`config.mk`:
```
export PLATFORM = sky130hd
export DESIGN_NAME = pipelined_control_unit
export DESIGN_NICKNAME = d
export VERILOG_FILES = /design/src/rtl/rv32i_ctrl_pkg.sv /design/src/rtl/pipelined_control_unit_decode.sv /design/src/rtl/pipelined_control_unit.sv
export SDC_FILE = /design/constraint.sdc
export NUM_CORES = 1
export LEC_CHECK = 0
export CAP_MARGIN = 15
export CORE_MARGIN = 5
export CORE_UTILIZATION = 45
export DETAILED_ROUTE_END_ITERATION = 7
export PLACE_DENSITY_LB_ADDON = 0.12
export SETUP_SLACK_MARGIN = 0.5
export SLEW_MARGIN = 15
export SYNTH_ARGS = -nofsm -noshare
export SYNTH_HDL_FRONTEND = slang
export SYNTH_HIERARCHICAL = 1
export SYNTH_SLANG_ARGS = --single-unit
```
`constraint.sdc`:
```
create_clock -name clk -period 4.65 [get_ports clk]
set_input_delay 0.93 -clock clk [delete_from_list [all_inputs] [get_ports clk]]
set_output_delay 0.93 -clock clk [all_outputs]
set_load 0.02 [all_outputs]
```
`src/rtl/rv32i_ctrl_pkg.sv`:
```
// RV32I pipelined control: shared opcodes, codes and control words.
// Imported by the decoder and the pipeline top.
package rv32i_ctrl_pkg;

    localparam logic [6:0] OP_R      = 7'b0110011;
    localparam logic [6:0] OP_I      = 7'b0010011;
    localparam logic [6:0] OP_LOAD   = 7'b0000011;
    localparam logic [6:0] OP_STORE  = 7'b0100011;
    localparam logic [6:0] OP_BRANCH = 7'b1100011;
    localparam logic [6:0] OP_JAL    = 7'b1101111;
    localparam logic [6:0] OP_JALR   = 7'b1100111;
    localparam logic [6:0] OP_LUI    = 7'b0110111;
    localparam logic [6:0] OP_AUIPC  = 7'b0010111;

    localparam logic [3:0] ALU_ADD  = 4'd0;
    localparam logic [3:0] ALU_SUB  = 4'd1;
    localparam logic [3:0] ALU_AND  = 4'd2;
    localparam logic [3:0] ALU_OR   = 4'd3;
    localparam logic [3:0] ALU_XOR  = 4'd4;
    localparam logic [3:0] ALU_SLT  = 4'd5;
    localparam logic [3:0] ALU_SLTU = 4'd6;
    localparam logic [3:0] ALU_SLL  = 4'd7;
    localparam logic [3:0] ALU_SRL  = 4'd8;
    localparam logic [3:0] ALU_SRA  = 4'd9;

    localparam logic [2:0] IMM_I = 3'd0;
    localparam logic [2:0] IMM_S = 3'd1;
    localparam logic [2:0] IMM_B = 3'd2;
    localparam logic [2:0] IMM_J = 3'd3;
    localparam logic [2:0] IMM_U = 3'd4;

    localparam logic [1:0] RES_ALU = 2'b00;
    localparam logic [1:0] RES_MEM = 2'b01;
    localparam logic [1:0] RES_PC4 = 2'b10;
    localparam logic [1:0] RES_IMM = 2'b11;

    typedef struct packed {
        logic       reg_write;
        logic [1:0] result_src;
        logic       mem_write;
        logic       jump;
        logic       branch;
        logic       jalr;
        logic [3:0] alu_ctrl;
        logic       alu_src;
        logic       alu_a_pc;
        logic [2:0] func3;
        logic       illegal;
    } de_t;

    typedef struct packed {
        logic       reg_write;
        logic [1:0] result_src;
        logic       mem_write;
        logic       illegal;
    } em_t;

    typedef struct packed {
        logic       reg_write;
        logic [1:0] result_src;
        logic       illegal;
    } mw_t;

    localparam de_t DE_BUBBLE = '0;
    localparam em_t EM_BUBBLE = '0;
    localparam mw_t MW_BUBBLE = '0;

    function automatic logic [3:0] alu_op(input logic [2:0] f3, input logic alt);
        logic [3:0] r;
        case (f3)
            3'b000:  r = alt ? ALU_SUB : ALU_ADD;
            3'b001:  r = ALU_SLL;
            3'b010:  r = ALU_SLT;
            3'b011:  r = ALU_SLTU;
            3'b100:  r = ALU_XOR;
            3'b101:  r = alt ? ALU_SRA : ALU_SRL;
            3'b110:  r = ALU_OR;
            default: r = ALU_AND;
        endcase
        return r;
    endfunction

endpackage

```
`src/rtl/pipelined_control_unit_decode.sv`:
```
// Combinational Decode-stage control decoder.
// Illegal encodings come out as a bubble with only the illegal bit set.
module ctrl_decode
    import rv32i_ctrl_pkg::*;
#(
    parameter int IMMSRC_W = 3,
    parameter bit EN_UPPER = 1'b1
) (
    input  logic [6:0]          op,
    input  logic [2:0]          func3,
    input  logic [6:0]          func7,
    output de_t                 ctrl,
    output logic [IMMSRC_W-1:0] imm_src,
    output logic                illegal
);

    de_t        c;
    logic [2:0] imm;
    logic       bad;
    logic       f7_zero;
    logic       f7_alt;

    assign f7_zero = (func7 == 7'b0000000);
    assign f7_alt  = (func7 == 7'b0100000);

    // Opcode/func decode into a raw control word and a legality flag
    always_comb begin
        c       = DE_BUBBLE;
        c.func3 = func3;
        imm     = IMM_I;
        bad     = 1'b0;
        unique case (op)
            OP_R: begin
                c.reg_write = 1'b1;
                c.alu_ctrl  = alu_op(func3, func7[5]);
                bad = !(f7_zero ||
                        (f7_alt && (func3 == 3'b000 || func3 == 3'b101)));
            end
            OP_I: begin
                c.reg_write = 1'b1;
                c.alu_src   = 1'b1;
                c.alu_ctrl  = alu_op(func3, (func3 == 3'b101) && func7[5]);
                if (func3 == 3'b001)
                    bad = !f7_zero;
                else if (func3 == 3'b101)
                    bad = !(f7_zero || f7_alt);
            end
            OP_LOAD: begin
                c.reg_write  = 1'b1;
                c.result_src = RES_MEM;
                c.alu_src    = 1'b1;
                bad = func3 inside {3'b011, 3'b110, 3'b111};
            end
            OP_STORE: begin
                c.mem_write = 1'b1;
                c.alu_src   = 1'b1;
                imm = IMM_S;
                bad = (func3 > 3'b010);
            end
            OP_BRANCH: begin
                c.branch   = 1'b1;
                c.alu_ctrl = ALU_SUB;
                imm = IMM_B;
                bad = func3 inside {3'b010, 3'b011};
            end
            OP_JAL: begin
                c.jump       = 1'b1;
                c.reg_write  = 1'b1;
                c.result_src = RES_PC4;
                c.alu_src    = 1'b1;
                c.alu_a_pc   = 1'b1;
                imm = IMM_J;
            end
            OP_JALR: begin
                c.jump       = 1'b1;
                c.jalr       = 1'b1;
                c.reg_write  = 1'b1;
                c.result_src = RES_PC4;
                c.alu_src    = 1'b1;
                bad = (func3 != 3'b000);
            end
            OP_LUI: begin
                c.reg_write  = 1'b1;
                c.result_src = RES_IMM;
                c.alu_src    = 1'b1;
                imm = IMM_U;
                bad = !EN_UPPER;
            end
            OP_AUIPC: begin
                c.reg_write = 1'b1;
                c.alu_src   = 1'b1;
                c.alu_a_pc  = 1'b1;
                imm = IMM_U;
                bad = !EN_UPPER;
            end
            default: bad = 1'b1;
        endcase
    end

    // Replace illegal words by a flagged bubble
    always_comb begin
        ctrl = c;
        if (bad) begin
            ctrl         = DE_BUBBLE;
            ctrl.illegal = 1'b1;
        end
    end

    assign imm_src = IMMSRC_W'(imm);
    assign illegal = bad;

endmodule

```
`src/rtl/pipelined_control_unit.sv`:
```
// 5-stage RV32I control pipeline: decode, D/E, E/M, M/W control
// registers and the Execute-stage branch resolution.
module pipelined_control_unit
    import rv32i_ctrl_pkg::*;
#(
    parameter int ALUCTRL_W = 4,
    parameter int IMMSRC_W  = 3,
    parameter bit EN_UPPER  = 1'b1
) (
    input  logic                 clk,
    input  logic                 rst,
    input  logic [6:0]           op_d,
    input  logic [2:0]           func3_d,
    input  logic [6:0]           func7_d,
    input  logic                 stall_e,
    input  logic                 flush_e,
    input  logic                 zero_e,
    input  logic                 lt_e,
    input  logic                 ltu_e,
    output logic [IMMSRC_W-1:0]  imm_src_d,
    output logic                 illegal_d,
    output logic [ALUCTRL_W-1:0] alu_ctrl_e,
    output logic                 alu_src_e,
    output logic                 alu_a_pc_e,
    output logic                 jalr_e,
    output logic                 pc_src_e,
    output logic [1:0]           result_src_e,
    output logic                 mem_write_m,
    output logic                 reg_write_m,
    output logic [1:0]           result_src_w,
    output logic                 reg_write_w,
    output logic                 illegal_w
);

    if (ALUCTRL_W < 4) begin : g_bad_w
        $error("ALUCTRL_W must be at least 4");
    end

    de_t  ctrl_d;
    de_t  de;
    em_t  em;
    mw_t  mw;
    logic cond;

    ctrl_decode #(
        .IMMSRC_W (IMMSRC_W),
        .EN_UPPER (EN_UPPER)
    ) u_dec (
        .op      (op_d),
        .func3   (func3_d),
        .func7   (func7_d),
        .ctrl    (ctrl_d),
        .imm_src (imm_src_d),
        .illegal (illegal_d)
    );

    // Control-word pipeline: stall holds all, flush bubbles D/E
    always_ff @(posedge clk or posedge rst) begin
        if (rst) begin
            de <= DE_BUBBLE;
            em <= EM_BUBBLE;
            mw <= MW_BUBBLE;
        end else if (!stall_e) begin
            de <= flush_e ? DE_BUBBLE : ctrl_d;
            em <= '{reg_write:  de.reg_write,
                    result_src: de.result_src,
                    mem_write:  de.mem_write,
                    illegal:    de.illegal};
            mw <= '{reg_write:  em.reg_write,
                    result_src: em.result_src,
                    illegal:    em.illegal};
        end
    end

    // Branch condition select and taken decision
    always_comb begin
        cond = 1'b0;
        unique case (de.func3)
            3'b000:  cond = zero_e;
            3'b001:  cond = !zero_e;
            3'b100:  cond = lt_e;
            3'b101:  cond = !lt_e;
            3'b110:  cond = ltu_e;
            3'b111:  cond = !ltu_e;
            default: cond = 1'b0;
        endcase
        pc_src_e = de.jump | (de.branch & cond);
    end

    assign alu_ctrl_e   = ALUCTRL_W'(de.alu_ctrl);
    assign alu_src_e    = de.alu_src;
    assign alu_a_pc_e   = de.alu_a_pc;
    assign jalr_e       = de.jalr;
    assign result_src_e = de.result_src;
    assign mem_write_m  = em.mem_write;
    assign reg_write_m  = em.reg_write;
    assign result_src_w = mw.result_src;
    assign reg_write_w  = mw.reg_write;
    assign illegal_w    = mw.illegal;

endmodule

```
==> impl_metrics.toml <==
[critical_path]
crit_path_max_fanout = 5
cp_slowest_stage_delay_ns = 0.65
r2r_cells = 1
cp.buffers_inverters = 2
startpoint_type = "input pin"
reg2reg_to = "illegal_w"
timing.rr.start = "illegal_w"
worstSetupEndpointType = "output port"
cp.required_ns = 3.72
path_class = "in2out"
worstPathArrival_ns = 3.03
ff2ff_setup_slack_ns = 3.84
crit_chain = "clkdlybuf4s50_1 -> nand2_1 -> or4_4 -> o31ai_1 -> clkdlybuf4s50_1"
crit_slowest_cell = "clkdlybuf4s50_1"
critical_path.top_delay_family = "buffers and inverters"
cpMostUsedCell = "clkdlybuf4s50_1"

[global_route]
grt_pass1_vias = 1368
antenna_found_initial = 0
grt_pass1_wl_mm = 6.272
track_usage = 0.1473
grt_max_degree = 27
overflow = 0

[floorplan]
die_y_um = 71.34
start_util = 0.4624
coreArea_sq_mm = 0.003661
io_pins = 44
rows = 22
die-area_sq_mm = 0.005089
die_w_um = 71.34

[timing]
final.setup.tns_ns = 0
maxClockFrequency_ghz = 0.2522
slew_headroom = 0.3920
tightest_slew_ns = 0.9110
setup_viol = 0
whs_ns = 0.5046
rsz0062_at_grt = "no"
hold_viol_final = 0
slew_viol_final = 0
finalClockSkew_ns = 0.0008546
min_period_over_period = 0.8526
period_needed_ns = 3.964

[pwr]
total_power_mw = 0.4348
max-vdd-ir-drop_mv = 0.1088
powerDensity_mw_per_mm2 = 202.6
power.leakage_nw = 0.8660

[yosys]
synth_commonest_cells = "26 x dfrtp_1, 17 x a22o_1, 12 x nor3_1"
synth_area_sq_mm = 0.001693
synth_most_common_cell = "dfrtp_1"
synth.top_cell.area_share = 0.3843
synthCells = 163
netlist-cell-type-count = 49
synthTopCellsByArea = "dfrtp_1 38%, a22o_1 8.8%, nor3_1 3.5%"
syn_nets = 187
avgSynthCellArea_sq_um = 10.39
yosysTopAreaCell = "dfrtp_1"
synth_warnings = 6
synthArstFlopShare = 1.000
yosysSeqAreaShare = 0.3843
synth_enable_flop_cells = 0
ys_ff_latch = 26
synth_flop_cell = "dfrtp_1"

[layout]
regArea_sq_um = 650.6
multi_input_area_sq_um = 904.6
n_antenna_cell = 0
syn2layout_area_growth_pct = 26.76
fillerInstances = 329
finalCoreUtilization = 0.5861
finalNetCount = 224
drive_above_1_share = 0.1515

[detailed_routing]
routed_wl_mm = 3.662
dr.pass1.iters = 4
vias = 1359
routedWlPerCell_um = 14.89
via_per_inst = 5.524
met3WireLength_um = 182
route.met2.wl_mm = 1.827
top_layer_used = "met4"
drtAntennaViolNets = 0
wl_met1_mm = 1.625
drtIter0Drc = 38
drc = 0

[cts]
cts_setup_buffers = 0
cts_max_path_buffers = 2
htreeDepth = 1
cts-root-buf = "clkbuf_8"
cts_buffers = 3
cts_tree = "built"
path_clk_slew_ns = 0.08
hold_buffers = 0
clock_sinks = 26
clock_latency_ns = 0.25

[place]
dp_hpwl_mm = 2.942
io_buffers = 43
gp_congestion = 0.8892

[worst_hold_path]
min_from = "mem_write_m"
hp-class = "reg2reg"
min_path_cells = 1
hold_end = "mem_write_m"

[outcome]
outcome = "completed"

[run]
maxCapViolations = 0
[metrics by stage]
stage | cell area [sq um] | setup slack, ns | instances
after floorplan | 1693 | 1.301 | 163
after global placement | 2103 | 0.3079 | 243
after detailed placement | 2103 | 0.3003 | 243
after CTS | 2150 | 0.5988 | 246
after global routing | 2146 | 0.5623 | 246
final | 2146 | 0.6856 | 246
[per-layer routing]
metal / up-vias / track usage
met3: 2 / 0.01823
li1: 675 / -
met5: - / 0
met1: 638 / 0.1906
met2: 44 / 0.2582
met4: 0 / 0.03967
[cells in the final DEF, fill, tap and decap left out, drive strengths merged, types with 5 or more instances in the layout]
cell / instances
a22o: 17
buf: 7
clkdlybuf4s50: 42
dfrtp: 26
mux2: 9
nand2: 10
nand2b: 9
nor2: 9
nor3: 13
nor4: 5
o21ai: 6
[cell families (layout without fill, tap and decap cells)]
family,count (synthesis),after routing,synth area share
AND/OR/NAND/NOR,64,64,0.2402
buffers and inverters,21,56,0.08500
flip-flops,26,26,0.3843
XOR/XNOR,3,3,0.01552
AO/OA/AOI/OAI,36,36,0.1848
multiplexers,13,13,0.09017
[where the power goes]
group,leakage (nW),switching (mW),internal (mW)
Combinational,0.486,0.0449,0.0402
Clock,0.0216,0.0595,0.0577
Sequential,0.358,0.00247,0.230
[timing repair]
action                     in CTS  in global routing
cloned                          0                  0
resized for setup               2                  2
setup endpoints to repair       1                  1
pin swaps                       0                  0
[sequential cells by signal, summed over array words and instances, names as in the netlist]
signal,flops
alu_src_e,1
result_src_w,2
illegal_w,1
alu_a_pc_e,1
reg_write_m,1
de,8
jalr_e,1
mem_write_m,1
reg_write_w,1
result_src_e,2
alu_ctrl_e,4
em,3
[final cells by class]
cell class,instances,share of cell area
well taps,48,0.02799
multi-input cells,116,0.4216
repair buffers,50,0.2227
inverters,3,0.005248
flip-flops and latches,26,0.3032
clock buffers,3,0.01924
[worst max-delay path by stage]
| stage | from | endpoint | slack (ns) | cells after the start |
|---|---|---|---|---|
| 6_report | op_d[0] | imm_src_d[0] | 0.69 | 5 |
| 5_1_grt | op_d[1] | imm_src_d[0] | 0.56 | 5 |
| 4_1_cts | op_d[1] | illegal_d | 0.60 | 7 |
| 3_5_place_dp | op_d[3] | illegal_d | 0.30 | 7 |
| 3_3_place_gp | op_d[3] | illegal_d | 0.31 | 7 |
| 2_1_floorplan | op_d[3] | illegal_d | 1.30 | 5 |
No activity file was read; power rests on OpenSTA's default activity.
